[src/rtl/divider_pkg.sv]
// Shared definitions for the constant-time divider: state encoding, default width
// and the iteration-counter sizing helper.
package divider_pkg;

  localparam int DEFAULT_WIDTH = 4;

  typedef enum logic [1:0] {
    IDLE = 2'd0,
    RUN  = 2'd1,
    DONE = 2'd2
  } divState;

  // Bits needed to hold the values 0..value, i.e. clog2(value+1).
  function automatic int counterBits(input int value);
    int bits;
    bits = 0;
    while ((1 << bits) <= value) bits++;
    return (bits < 1) ? 1 : bits;
  endfunction

endpackage

[src/rtl/divider_step.sv]
// One unsigned restoring-division step, purely combinational. The trial subtraction
// is always evaluated and the result chosen by a mux, so timing never depends on data.
module divider_step #(
  parameter int WIDTH = 4
) (
  input  logic [WIDTH-1:0] R,
  input  logic [WIDTH-1:0] Q,
  input  logic [WIDTH-1:0] D,
  output logic [WIDTH-1:0] nextR,
  output logic [WIDTH-1:0] nextQ
);

  logic [WIDTH:0] shifted;
  logic [WIDTH:0] trial;
  logic           negative;

  assign shifted = {R, Q[WIDTH-1]};
  assign trial   = shifted - {1'b0, D};
  // The partial remainder stays below D (or below 2^(WIDTH-1) when D is 0),
  // so the top bit of the WIDTH+1-bit difference is a reliable borrow.
  assign negative = trial[WIDTH];

  assign nextR = negative ? shifted[WIDTH-1:0] : trial[WIDTH-1:0];
  assign nextQ = {Q[WIDTH-2:0], ~negative};

endmodule

[src/rtl/divider_constant_time.sv]
// Sequential unsigned restoring divider with a fixed WIDTH-cycle start-to-done latency,
// independent of operand values including divide-by-zero.
module divider_constant_time
  import divider_pkg::*;
#(
  parameter int WIDTH = DEFAULT_WIDTH
) (
  input  logic             clk,
  input  logic             rst,
  input  logic             start,
  input  logic [WIDTH-1:0] dividend,
  input  logic [WIDTH-1:0] divisor,
  output logic [WIDTH-1:0] quotient,
  output logic [WIDTH-1:0] remainder,
  output logic             divByZero,
  output logic             quotientDone,
  output logic             busy
);

  localparam int CW = counterBits(WIDTH);

  divState          state;
  divState          nextState;
  logic [WIDTH-1:0] regR;
  logic [WIDTH-1:0] regQ;
  logic [WIDTH-1:0] regD;
  logic [WIDTH-1:0] stepR;
  logic [WIDTH-1:0] stepQ;
  logic [CW-1:0]    count;
  logic             accept;
  logic             lastStep;

  assign accept   = start && (state != RUN);
  assign lastStep = (state == RUN) && (count == CW'(1));

  divider_step #(.WIDTH(WIDTH)) stepUnit (
    .R     (regR),
    .Q     (regQ),
    .D     (regD),
    .nextR (stepR),
    .nextQ (stepQ)
  );

  always_ff @(posedge clk or negedge rst) begin
    if (!rst) begin
      state <= IDLE;
    end else begin
      // NOTE: sequential state uses non-blocking assignments so every register
      // samples pre-edge values regardless of process ordering.
      state <= nextState;
    end
  end

  always_comb begin
    // NOTE: default first so every path assigns nextState and no latch is inferred.
    nextState = state;
    case (state)
      IDLE, DONE: if (start) nextState = RUN;
      RUN:        if (count == CW'(1)) nextState = DONE;
      default:    nextState = IDLE;
    endcase
  end

  always_ff @(posedge clk or negedge rst) begin
    if (!rst) begin
      regR         <= '0;
      regQ         <= '0;
      regD         <= '0;
      count        <= '0;
      quotient     <= '0;
      remainder    <= '0;
      divByZero    <= 1'b0;
      quotientDone <= 1'b0;
      busy         <= 1'b0;
    end else if (accept) begin
      regD         <= divisor;
      regQ         <= dividend;
      regR         <= '0;
      count        <= CW'(WIDTH);
      quotientDone <= 1'b0;
      busy         <= 1'b1;
    end else if (state == RUN) begin
      regR  <= stepR;
      regQ  <= stepQ;
      count <= count - CW'(1);
      if (lastStep) begin
        quotient     <= stepQ;
        remainder    <= stepR;
        divByZero    <= (regD == '0);
        quotientDone <= 1'b1;
        busy         <= 1'b0;
      end
    end
  end

endmodule

[config.mk]
export PLATFORM = sky130hd
export DESIGN_NAME = divider_constant_time
export DESIGN_NICKNAME = d
export VERILOG_FILES = /design/src/rtl/divider_pkg.sv /design/src/rtl/divider_step.sv /design/src/rtl/divider_constant_time.sv
export SDC_FILE = /design/constraint.sdc
export NUM_CORES = 1
export LEC_CHECK = 0
export CAP_MARGIN = 20
export CORE_MARGIN = 1.5
export CORE_UTILIZATION = 52
export DETAILED_ROUTE_END_ITERATION = 16
export PLACE_DENSITY_LB_ADDON = 0.25
export SLEW_MARGIN = 10
export SYNTH_ARGS = -nofsm -noshare
export SYNTH_HDL_FRONTEND = slang
export SYNTH_SLANG_ARGS = --single-unit
[constraint.sdc]
create_clock -name clk -period 2.26 [get_ports clk]
set_input_delay 0.452 -clock clk [delete_from_list [all_inputs] [get_ports clk]]
set_output_delay 0.452 -clock clk [all_outputs]
set_load 0.02 [all_outputs]
==> metrics.txt <==
# TYPE chip_impl_metric gauge
chip_impl_metric{name="syn-num-nets",unit=""} 139
chip_impl_metric{name="netSwitchingPower",unit="mW"} 1.06
chip_impl_metric{name="cts-hold-fix-buffers",unit=""} 0
chip_impl_metric{name="ios",unit=""} 22
chip_impl_metric{name="flow.area_growth_from_synthesis",unit="%"} 25.6
chip_impl_metric{name="achievable-frequency",unit="MHz"} 458
chip_impl_metric{name="initial_core_utilization",unit="%"} 54.2
chip_impl_metric{name="placeableCoreArea",unit="µm²"} 2450
chip_impl_metric{name="drive_above_1_share",unit="%"} 16.9
chip_impl_metric{name="r2r_slack",unit="ps"} 80
chip_impl_metric{name="gr-usage-all-layers",unit="%"} 19.9
chip_impl_metric{name="finalWirelength",unit="µm"} 2540
chip_impl_metric{name="p_seq_share",unit="%"} 33.6
chip_impl_metric{name="die_width",unit="µm"} 53.6
chip_impl_info{name="clock-root-buffer",value="sky130_fd_sc_hd__clkbuf_4"} 1
chip_impl_metric{name="p_clk_share",unit="%"} 9.2
chip_impl_metric{name="static-leakage-power",unit="nW"} 0.767
chip_impl_metric{name="synth_cell_type_count",unit=""} 25
chip_impl_metric{name="drt_pre_antenna_iters",unit=""} 5
chip_impl_metric{name="setup_ws",unit="ps"} 75.5
chip_impl_metric{name="finalMaxSlewViolations",unit=""} 0
chip_impl_info{name="clock_tree_from_tritoncts",value="yes"} 1
chip_impl_metric{name="crit_arrival",unit="ps"} 2440
chip_impl_metric{name="final_cell_area",unit="µm²"} 1670
chip_impl_metric{name="port_buffers",unit=""} 21
chip_impl_metric{name="layout_min_cycle_time",unit="ps"} 2180
chip_impl_metric{name="detail_route.wl_per_cell",unit="µm"} 14.3
chip_impl_metric{name="wire_length_of_the_first_global_routing_pass",unit="µm"} 4000
chip_impl_metric{name="cts_inserted_buffers",unit=""} 3
chip_impl_metric{name="required",unit="ps"} 2520
chip_impl_metric{name="clk-insertion-delay-late",unit="ps"} 320
chip_impl_metric{name="final-hold-violation-count",unit=""} 0
chip_impl_metric{name="htreeDepth",unit=""} 1
chip_impl_metric{name="antenna-diode-count",unit=""} 0
chip_impl_metric{name="finalWeightedCongestion",unit=""} 0.764
chip_impl_metric{name="detail-route-antenna-nets",unit=""} 0
chip_impl_metric{name="synth.ff_latch_count",unit=""} 28
chip_impl_metric{name="dieHeight",unit="µm"} 53.6
chip_impl_metric{name="detailedPlace.worstSlack",unit="ps"} -16.5
chip_impl_metric{name="grt_remaining_overflow",unit=""} 0
chip_impl_metric{name="switching_share_of_power",unit="%"} 40.3
chip_impl_metric{name="peakVddDrop",unit="mV"} 0.970
chip_impl_metric{name="pin_count_of_the_biggest_net_entering_global_routing",unit=""} 29
chip_impl_metric{name="timing.final.setup_violations",unit=""} 0
chip_impl_metric{name="clock_skew",unit="ps"} 3.89
chip_impl_metric{name="synth_warnings",unit=""} 0
chip_impl_metric{name="worst_pin_slew",unit="ps"} 554
chip_impl_metric{name="via_density",unit=""} 5.35
chip_impl_metric{name="intPower",unit="mW"} 1.57
chip_impl_info{name="regToRegStartpoint",value="regD[0]"} 1
chip_impl_metric{name="finish.cell_count_without_fillers",unit=""} 178
chip_impl_info{name="worstSetupPathType",value="register to register"} 1
chip_impl_metric{name="maxCapViolations",unit=""} 0
chip_impl_metric{name="detailedRoute.firstIterationViolations",unit=""} 17
chip_impl_metric{name="period_share",unit="%"} 96.7
chip_impl_metric{name="dpl.hpwl",unit="µm"} 1770
chip_impl_metric{name="total_power",unit="mW"} 2.63
chip_impl_info{name="worstHoldPathType",value="input pin to async pin"} 1
chip_impl_info{name="critical_path.reg2reg.endpoint",value="remainder[0]"} 1
chip_impl_metric{name="antenna_found_initial",unit=""} 0
chip_impl_metric{name="relSlewSlack",unit="%"} 63.0
chip_impl_metric{name="utilization",unit="%"} 68.0
chip_impl_metric{name="nets",unit=""} 167
chip_impl_metric{name="pwr-share-comb",unit="%"} 57.2
chip_impl_metric{name="synth_area_per_cell",unit="µm²"} 11.0
chip_impl_info{name="startpoint_type",value="register"} 1
chip_impl_metric{name="syn_area",unit="µm²"} 1330
chip_impl_metric{name="dp_cells",unit=""} 172
chip_impl_metric{name="r2r.worst_path.cells",unit=""} 7
chip_impl_metric{name="placed_cell_area",unit="µm²"} 1590
chip_impl_metric{name="pwr_density_cell",unit="nW/µm²"} 1580
chip_impl_metric{name="synth.yosys.seq_area_share",unit="%"} 52.7
chip_impl_metric{name="fp.dieArea",unit="µm²"} 2870
chip_impl_metric{name="critPathMaxFanout",unit=""} 5
chip_impl_metric{name="clk_pin_slew_worst_paths",unit="ps"} 150
chip_impl_metric{name="clk_path_buf_depth",unit=""} 2
chip_impl_info{name="end_kind",value="register"} 1
chip_impl_metric{name="row_count",unit=""} 18
chip_impl_metric{name="route.detailed.drc",unit=""} 0
chip_impl_info{name="status",value="complete, no violations"} 1
chip_impl_metric{name="detailroute.via_count",unit=""} 953
chip_impl_metric{name="syn-instance-count",unit=""} 121
chip_impl_metric{name="first_global_vias",unit=""} 900
chip_impl_metric{name="numClockSinks",unit=""} 28
==> sequential cells by signal, summed over array words and instances, names as in the netlist <==
signal        cells
busy              1
count             3
divByZero         1
quotient          4
quotientDone      1
regD              4
regQ              4
regR              4
remainder         4
state             2
==> timing repair <==
item	CTS	global route
endpoints found under the setup margin	4	8
gates resized for setup	1	5
buffers inserted	1	1
endpoints found under the hold margin	0	0
pin swaps	0	2
==> power groups by stage <==
| stage | logic (mW) | registers (mW) | clock network, mW |
|---|---|---|---|
| 6_report | 1.51 | 0.886 | 0.242 |
| 5_1_grt | 1.66 | 0.911 | 0.267 |
| 4_1_cts | 1.41 | 0.884 | 0.254 |
| 3_5_place_dp | 1.34 | 0.893 | 0 |
| 3_3_place_gp | 1.30 | 0.885 | 0 |
| 2_1_floorplan | 0.886 | 0.947 | 0 |
==> worst max-delay path, cell delays in order, from the launching register on <==
cell and delay (ps):
sky130_fd_sc_hd__dfrtp_1 430, sky130_fd_sc_hd__ha_2 200, sky130_fd_sc_hd__fa_2 390, sky130_fd_sc_hd__nand2b_4 160, sky130_fd_sc_hd__a21oi_4 200, sky130_fd_sc_hd__xor2_4 270, sky130_fd_sc_hd__mux2_4 340, sky130_fd_sc_hd__o21ai_1 120
==> placed cells by master, fill, tap and decap left out, types with 2 or more instances in the layout <==
cell type and n:
sky130_fd_sc_hd__a21oi_1 3, sky130_fd_sc_hd__buf_4 6, sky130_fd_sc_hd__clkbuf_4 3, sky130_fd_sc_hd__clkdlybuf4s50_1 21, sky130_fd_sc_hd__dfrtp_1 28, sky130_fd_sc_hd__ha_1 5, sky130_fd_sc_hd__inv_1 8, sky130_fd_sc_hd__mux2_1 2
sky130_fd_sc_hd__mux2_2 6, sky130_fd_sc_hd__mux2_4 2, sky130_fd_sc_hd__mux2i_1 5, sky130_fd_sc_hd__nand2_1 18, sky130_fd_sc_hd__nand2b_1 2, sky130_fd_sc_hd__nand3_1 4, sky130_fd_sc_hd__nor2_1 4, sky130_fd_sc_hd__nor2b_1 2
sky130_fd_sc_hd__o21ai_0 6, sky130_fd_sc_hd__o21ai_1 10
==> layer usage <==
layer | global-route usage [%] | vias to the layer above | wire, µm
li1 | - | 466 | -
met1 | 26.5 | 459 | 1180
met2 | 31.3 | 24 | 1220
met3 | 3.61 | 4 | 97
met4 | 9.83 | 0 | 51
met5 | 0 | - | 0
==> cells in the mapped netlist <==
cell                       instances  area share (%)
sky130_fd_sc_hd__a21oi_1           3             1.1
sky130_fd_sc_hd__a21oi_2           1            0.66
sky130_fd_sc_hd__a31oi_1           1            0.47
sky130_fd_sc_hd__buf_2             1            0.38
sky130_fd_sc_hd__clkbuf_1          3            0.85
sky130_fd_sc_hd__dfrtp_1          28              53
sky130_fd_sc_hd__fa_1              1             1.5
sky130_fd_sc_hd__ha_1              6             5.6
sky130_fd_sc_hd__inv_1             8             2.3
sky130_fd_sc_hd__mux2_1            2             1.7
sky130_fd_sc_hd__mux2_2            6             5.1
sky130_fd_sc_hd__mux2_4            2             2.3
sky130_fd_sc_hd__mux2i_1           6             4.5
sky130_fd_sc_hd__nand2_1          18             5.1
sky130_fd_sc_hd__nand2b_1          3             1.4
sky130_fd_sc_hd__nand3_1           4             1.5
sky130_fd_sc_hd__nor2_1            4             1.1
sky130_fd_sc_hd__nor2b_1           2            0.94
sky130_fd_sc_hd__o21ai_0           6             2.3
sky130_fd_sc_hd__o21ai_1          11             4.1
sky130_fd_sc_hd__o22ai_1           1            0.47
sky130_fd_sc_hd__or4_1             1            0.56
sky130_fd_sc_hd__xnor2_1           1            0.66
sky130_fd_sc_hd__xor2_1            1            0.66
sky130_fd_sc_hd__xor2_4            1             2.1
==> layout make-up <==
type,count,area [µm²]
Fill cell,191,785
Multi-Input combinational cell,81,611
Sequential cell,28,701
Tap cell,30,37.5
Clock buffer,4,36.3
Inverter,8,30.0
Timing Repair Buffer,27,255
==> kinds of logic (layout without fill, tap and decap cells) <==
| logic type | count (synthesis) | count (layout) | synth area share (%) |
|---|---|---|---|
| simple gates | 32 | 32 | 10.6 |
| flops | 28 | 28 | 52.7 |
| compound gates | 23 | 23 | 9.13 |
| mux | 16 | 16 | 13.5 |
| buf+inv | 12 | 39 | 3.48 |
| fa+ha+maj | 7 | 7 | 7.15 |
| xor+xnor | 3 | 3 | 3.39 |
==> per-stage QoR <==
| stage | hold slack [ps] | setup TNS [ps] |
|---|---|---|
| 2_1_floorplan | 156 | 0 |
| 3_3_place_gp | 467 | 0 |
| 3_5_place_dp | 476 | -16.5 |
| 4_1_cts | 482 | 0 |
| 5_1_grt | 518 | -29.2 |
| 6_report | 480 | 0 |
==> worst max path at each step <==
stage / startpoint / endpoint / cells after the start
after floorplan: regQ[3] / regR[0] / 8
after global placement: regQ[3] / regR[0] / 8
after detailed placement: regQ[3] / regR[0] / 8
after CTS: regD[0] / regR[0] / 7
after global routing: regQ[3] / remainder[1] / 8
final: regD[0] / remainder[0] / 7
No activity file was read; power rests on OpenSTA's default activity.
